<file path="config.mk">
export PLATFORM = sky130hd
export DESIGN_NAME = regfile_dump
export DESIGN_NICKNAME = d
export VERILOG_FILES = /design/src/rtl/regfile_dump.sv
export SDC_FILE = /design/constraint.sdc
export NUM_CORES = 1
export LEC_CHECK = 0
export CELL_PAD_IN_SITES_DETAIL_PLACEMENT = 0
export CELL_PAD_IN_SITES_GLOBAL_PLACEMENT = 1
export CORE_MARGIN = 1
export CORE_UTILIZATION = 25
export DETAILED_ROUTE_END_ITERATION = 8
export GPL_TIMING_DRIVEN = 1
export PLACE_DENSITY = 0.66
export SKIP_CTS_REPAIR_TIMING = 1
export SYNTH_ARGS = -nofsm -noshare
export SYNTH_HDL_FRONTEND = slang
export SYNTH_SLANG_ARGS = --single-unit
</file>
<file path="constraint.sdc">
create_clock -name clk -period 4.55 [get_ports clk]
set_clock_uncertainty 0.15 [all_clocks]
set_input_delay 1.1375 -clock clk [delete_from_list [all_inputs] [get_ports clk]]
set_output_delay 1.1375 -clock clk [all_outputs]
set_load 0.02 [all_outputs]
</file>
<file path="src/rtl/regfile_dump.sv">
// regfile_dump
//   Walks register-file indices 0..NREGS-1 through one read port. Each value
//   is captured and offered on a valid/ready stream. A running XOR checksum
//   of the accepted values is kept, and done pulses after the last beat.
//
// Ports
//   clk        clock, all state changes on posedge
//   rst        synchronous active-high reset
//   start      begin a dump (only looked at in IDLE)
//   abort      cancel an in-progress dump, no done pulse
//   rd_addr    register-file read address (registered)
//   rd_data    combinational register-file read data for rd_addr
//   out_valid  out_idx/out_data valid
//   out_ready  consumer accept
//   out_idx    index of presented register
//   out_data   captured register value
//   busy       high in READ, SEND, DONE
//   done       one-cycle pulse after the last register is accepted
//   checksum   XOR of accepted values of the current/most recent dump
module regfile_dump #(
    parameter int NREGS = 32,
    parameter int AW    = 5,
    parameter int DW    = 32
) (
    input  logic          clk,
    input  logic          rst,
    input  logic          start,
    input  logic          abort,
    output logic [AW-1:0] rd_addr,
    input  logic [DW-1:0] rd_data,
    output logic          out_valid,
    input  logic          out_ready,
    output logic [AW-1:0] out_idx,
    output logic [DW-1:0] out_data,
    output logic          busy,
    output logic          done,
    output logic [DW-1:0] checksum
);

    typedef enum logic [1:0] {IDLE, READ, SEND, DONE} state_t;

    localparam logic [AW-1:0] LAST = AW'(NREGS - 1);

    state_t        state;
    logic [AW-1:0] idx;

    // The index register doubles as the read address: it only moves on a
    // SEND handshake, so it is already stable for the whole READ cycle.
    assign rd_addr = idx;
    assign busy    = (state != IDLE);
    assign done    = (state == DONE);

    always_ff @(posedge clk) begin
        if (rst) begin
            state     <= IDLE;
            idx       <= '0;
            out_idx   <= '0;
            out_data  <= '0;
            out_valid <= 1'b0;
            checksum  <= '0;
        end else begin
            case (state)
                IDLE: begin
                    // start beats abort here; abort alone is a no-op
                    if (start) begin
                        idx      <= '0;
                        checksum <= '0;
                        state    <= READ;
                    end
                end
                READ: begin
                    if (abort) begin
                        state <= IDLE;
                    end else begin
                        out_data  <= rd_data;
                        out_idx   <= idx;
                        out_valid <= 1'b1;
                        state     <= SEND;
                    end
                end
                SEND: begin
                    // abort wins over a simultaneous handshake; that beat
                    // never reaches the checksum
                    if (abort) begin
                        out_valid <= 1'b0;
                        state     <= IDLE;
                    end else if (out_ready) begin
                        checksum  <= checksum ^ out_data;
                        out_valid <= 1'b0;
                        if (idx == LAST) begin
                            state <= DONE;
                        end else begin
                            idx   <= idx + AW'(1);
                            state <= READ;
                        end
                    end
                end
                DONE: begin
                    state <= IDLE;
                end
                default: state <= IDLE;
            endcase
        end
    end

endmodule
</file>
==> flow_summary.ini <==
[global_routing]
gr-usage-met3 = 0.03537
grt_pass1_wl_mm = 15.21
antenna_found_initial = 0
grt_overflow = 0
use_met2 = 0.2081
busiest_layer = met2
grt_max_degree = 57
grt_pass1_vias = 2813
grt_use_total = 0.1383
met1_usage = 0.1875

[sta]
period_share = 0.6889
worst_pin_slew_ns = 0.9665
fin_setup_tns_ns = 0
min_period_ns = 3.134
clock.fmax_mhz = 319.0
max-slew-margin-rel = 0.3557
grt_setup_unrepaired = false
setup_viol = 0
drv_slew = 0
hold_viol_final = 0
finalWorstSetupSlack_ns = 1.416

[cts]
clock_sinks = 77
clockBufferDepth = 2
cts_tree = yes
clkTransAtPathRegs_ns = 0.06
worstSkewPairLatency_ns = 0.33
numCtsBuffers = 9
cts-htree-levels = 3
root_buffer = clkbuf_16

[synthesis]
yosysMostFrequentCell = nand2_1
synth_edf_count = 0
yosysSeqAreaShare = 0.4585
syn_area_mm2 = 0.003362
ys_types = 37
syn_area_per_cell_um2 = 8.384
ys.flop_type = dfxtp_1
ys_warn_count = 0
ys_ff_latch = 77
yosys-top-cells-area = dfxtp_1 46%, nand2_1 12%, a2bb2oi_1 8.3%
async_flop_share = 0
synth_fp_nets = 440
synth_commonest_cells = 107 x nand2_1, 77 x dfxtp_1, 40 x a21oi_1
yosys.area.top_type = dfxtp_1
synthCells = 401
synth_top_area_share = 0.4585

[placement]
dpl_cell_area_mm2 = 0.004564
dp.final_hpwl_mm = 6.411
dp_slack_ns = 1.239
place.gp.congestion = 0.7029
port_buffers = 113

[setup_path]
path_class = reg -> out
r2r-end = checksum[1]
setup.worst_path.start = state[1]
crit_arrival_ns = 1.85
startpoint_type = flip-flop
reg2regPathDepth = 4
critPathCaptureType = primary output
r2r-start = state[1]
crit_required_ns = 3.26
worst-path-max-fanout = 15
reg2reg_slack_ns = 2.15

[power]
design_power_total_mw = 1.730
power.density_mw_per_mm2 = 351.1
ir_drop_mv = 0.1260
p_leak_nw = 1.664

[final_layout]
layout-drive-gt1-share = 0.05400
final_nets = 535
area_growth_pct = 46.56
diodes = 0
design_area_mm2 = 0.004927
fill_cells = 1346

[min_path]
holdPathStages = 2
hold-path-endpoint = out_idx[1]
min_from = out_idx[1]
min_path_type = reg -> reg

[floorplanning]
die_w_um = 118.0
start_util = 0.2549
die_area_mm2 = 0.01392
coreArea_mm2 = 0.01319
die_y_um = 118.0
rows = 42
io_pins = 114

[drt]
drt_iter0_drc = 151
num_vias = 3113
routed_wl_mm = 9.704
post-route-drc-count = 2
wl_per_cell_um = 14.36
ant_nets = 0
avgViaCountPerCell = 4.605
dr.pass1.iters = 6

[run_status]
violations = DRC
status = finished, violations left

[run]
cap_violations = 0
cell type report:
cell class / count / area (µm²) / area share
clock buffers: 11 / 242.7 / 0.04926
clock inverters: 4 / 120.1 / 0.02438
inverters: 31 / 116.4 / 0.02362
multi-input cells: 259 / 1523 / 0.3090
flip-flops and latches: 77 / 1541 / 0.3128
repair buffers: 118 / 1164 / 0.2362
well taps: 176 / 220.2 / 0.04469
per-layer routing:
metal  wire [µm]  share of wire
met1        4714           0.49
met3         451          0.046
met2        4381           0.45
met4         158          0.016
met5           0              0
worst max path at each step:
stage                        end  slack (ns)  depth (start not counted)
floorplan           out_data[10]        2.15                          6
global placement    out_data[19]        1.28                          5
detailed placement  out_data[17]        1.24                          5
CTS                         done        1.41                          2
global route                done        1.30                          2
finish                      done        1.42                          2
sequential cells by signal (all words and copies together) (netlist names):
| register | cells |
|---|---|
| checksum | 32 |
| out_data | 32 |
| out_idx | 5 |
| out_valid | 1 |
| rd_addr | 5 |
| state | 2 |
where the power goes:
| group | internal [mW] | switching (mW) | total [mW] |
|---|---|---|---|
| clock network | 0.604 | 0.276 | 0.879 |
| logic | 0.0771 | 0.0748 | 0.152 |
| registers | 0.685 | 0.0138 | 0.699 |
| total | 1.37 | 0.364 | 1.73 |
per-stage QoR:
step / utilization / instances / hold slack, ns
6_report: 0.3736 / 676 / 0.3029
5_1_grt: 0.3736 / 676 / 0.3306
4_1_cts: 0.3736 / 676 / 0.3069
3_5_place_dp: 0.3460 / 661 / 0.2985
3_3_place_gp: 0.3460 / 661 / 0.2975
2_1_floorplan: - / 401 / 0.3832
cells by family after synthesis:
| logic type | count (synthesis) | synth area share |
|---|---|---|
| simple gates | 143 | 0.2006 |
| compound gates | 113 | 0.2412 |
| flops | 77 | 0.4585 |
| buf+inv | 65 | 0.08932 |
| fa+ha+maj | 2 | 0.007442 |
| mux | 1 | 0.002977 |
worst max-delay path, stage by stage, from the launching register on:
cell             delay (ns)
dfxtp_1                0.69
and2_1                 0.22
clkdlybuf4s50_1        0.61
cell usage in the layout, fill, tap and decap left out, drive strengths merged, types with 2 or more instances in the layout:
master	count
a31oi	3
inv	31
nor2	3
dfxtp	77
clkbuf	11
nand2b	7
a2bb2oi	32
a21oi	40
nand3	4
o21ai	5
clkdlybuf4s50	112
nand3b	2
nand4bb	2
buf	6
o32ai	31
bufinv	4
ha	2
nor3b	2
nand2	107
or3b	2
or2	2
nor2b	4
(Power assumes the default switching activity.)
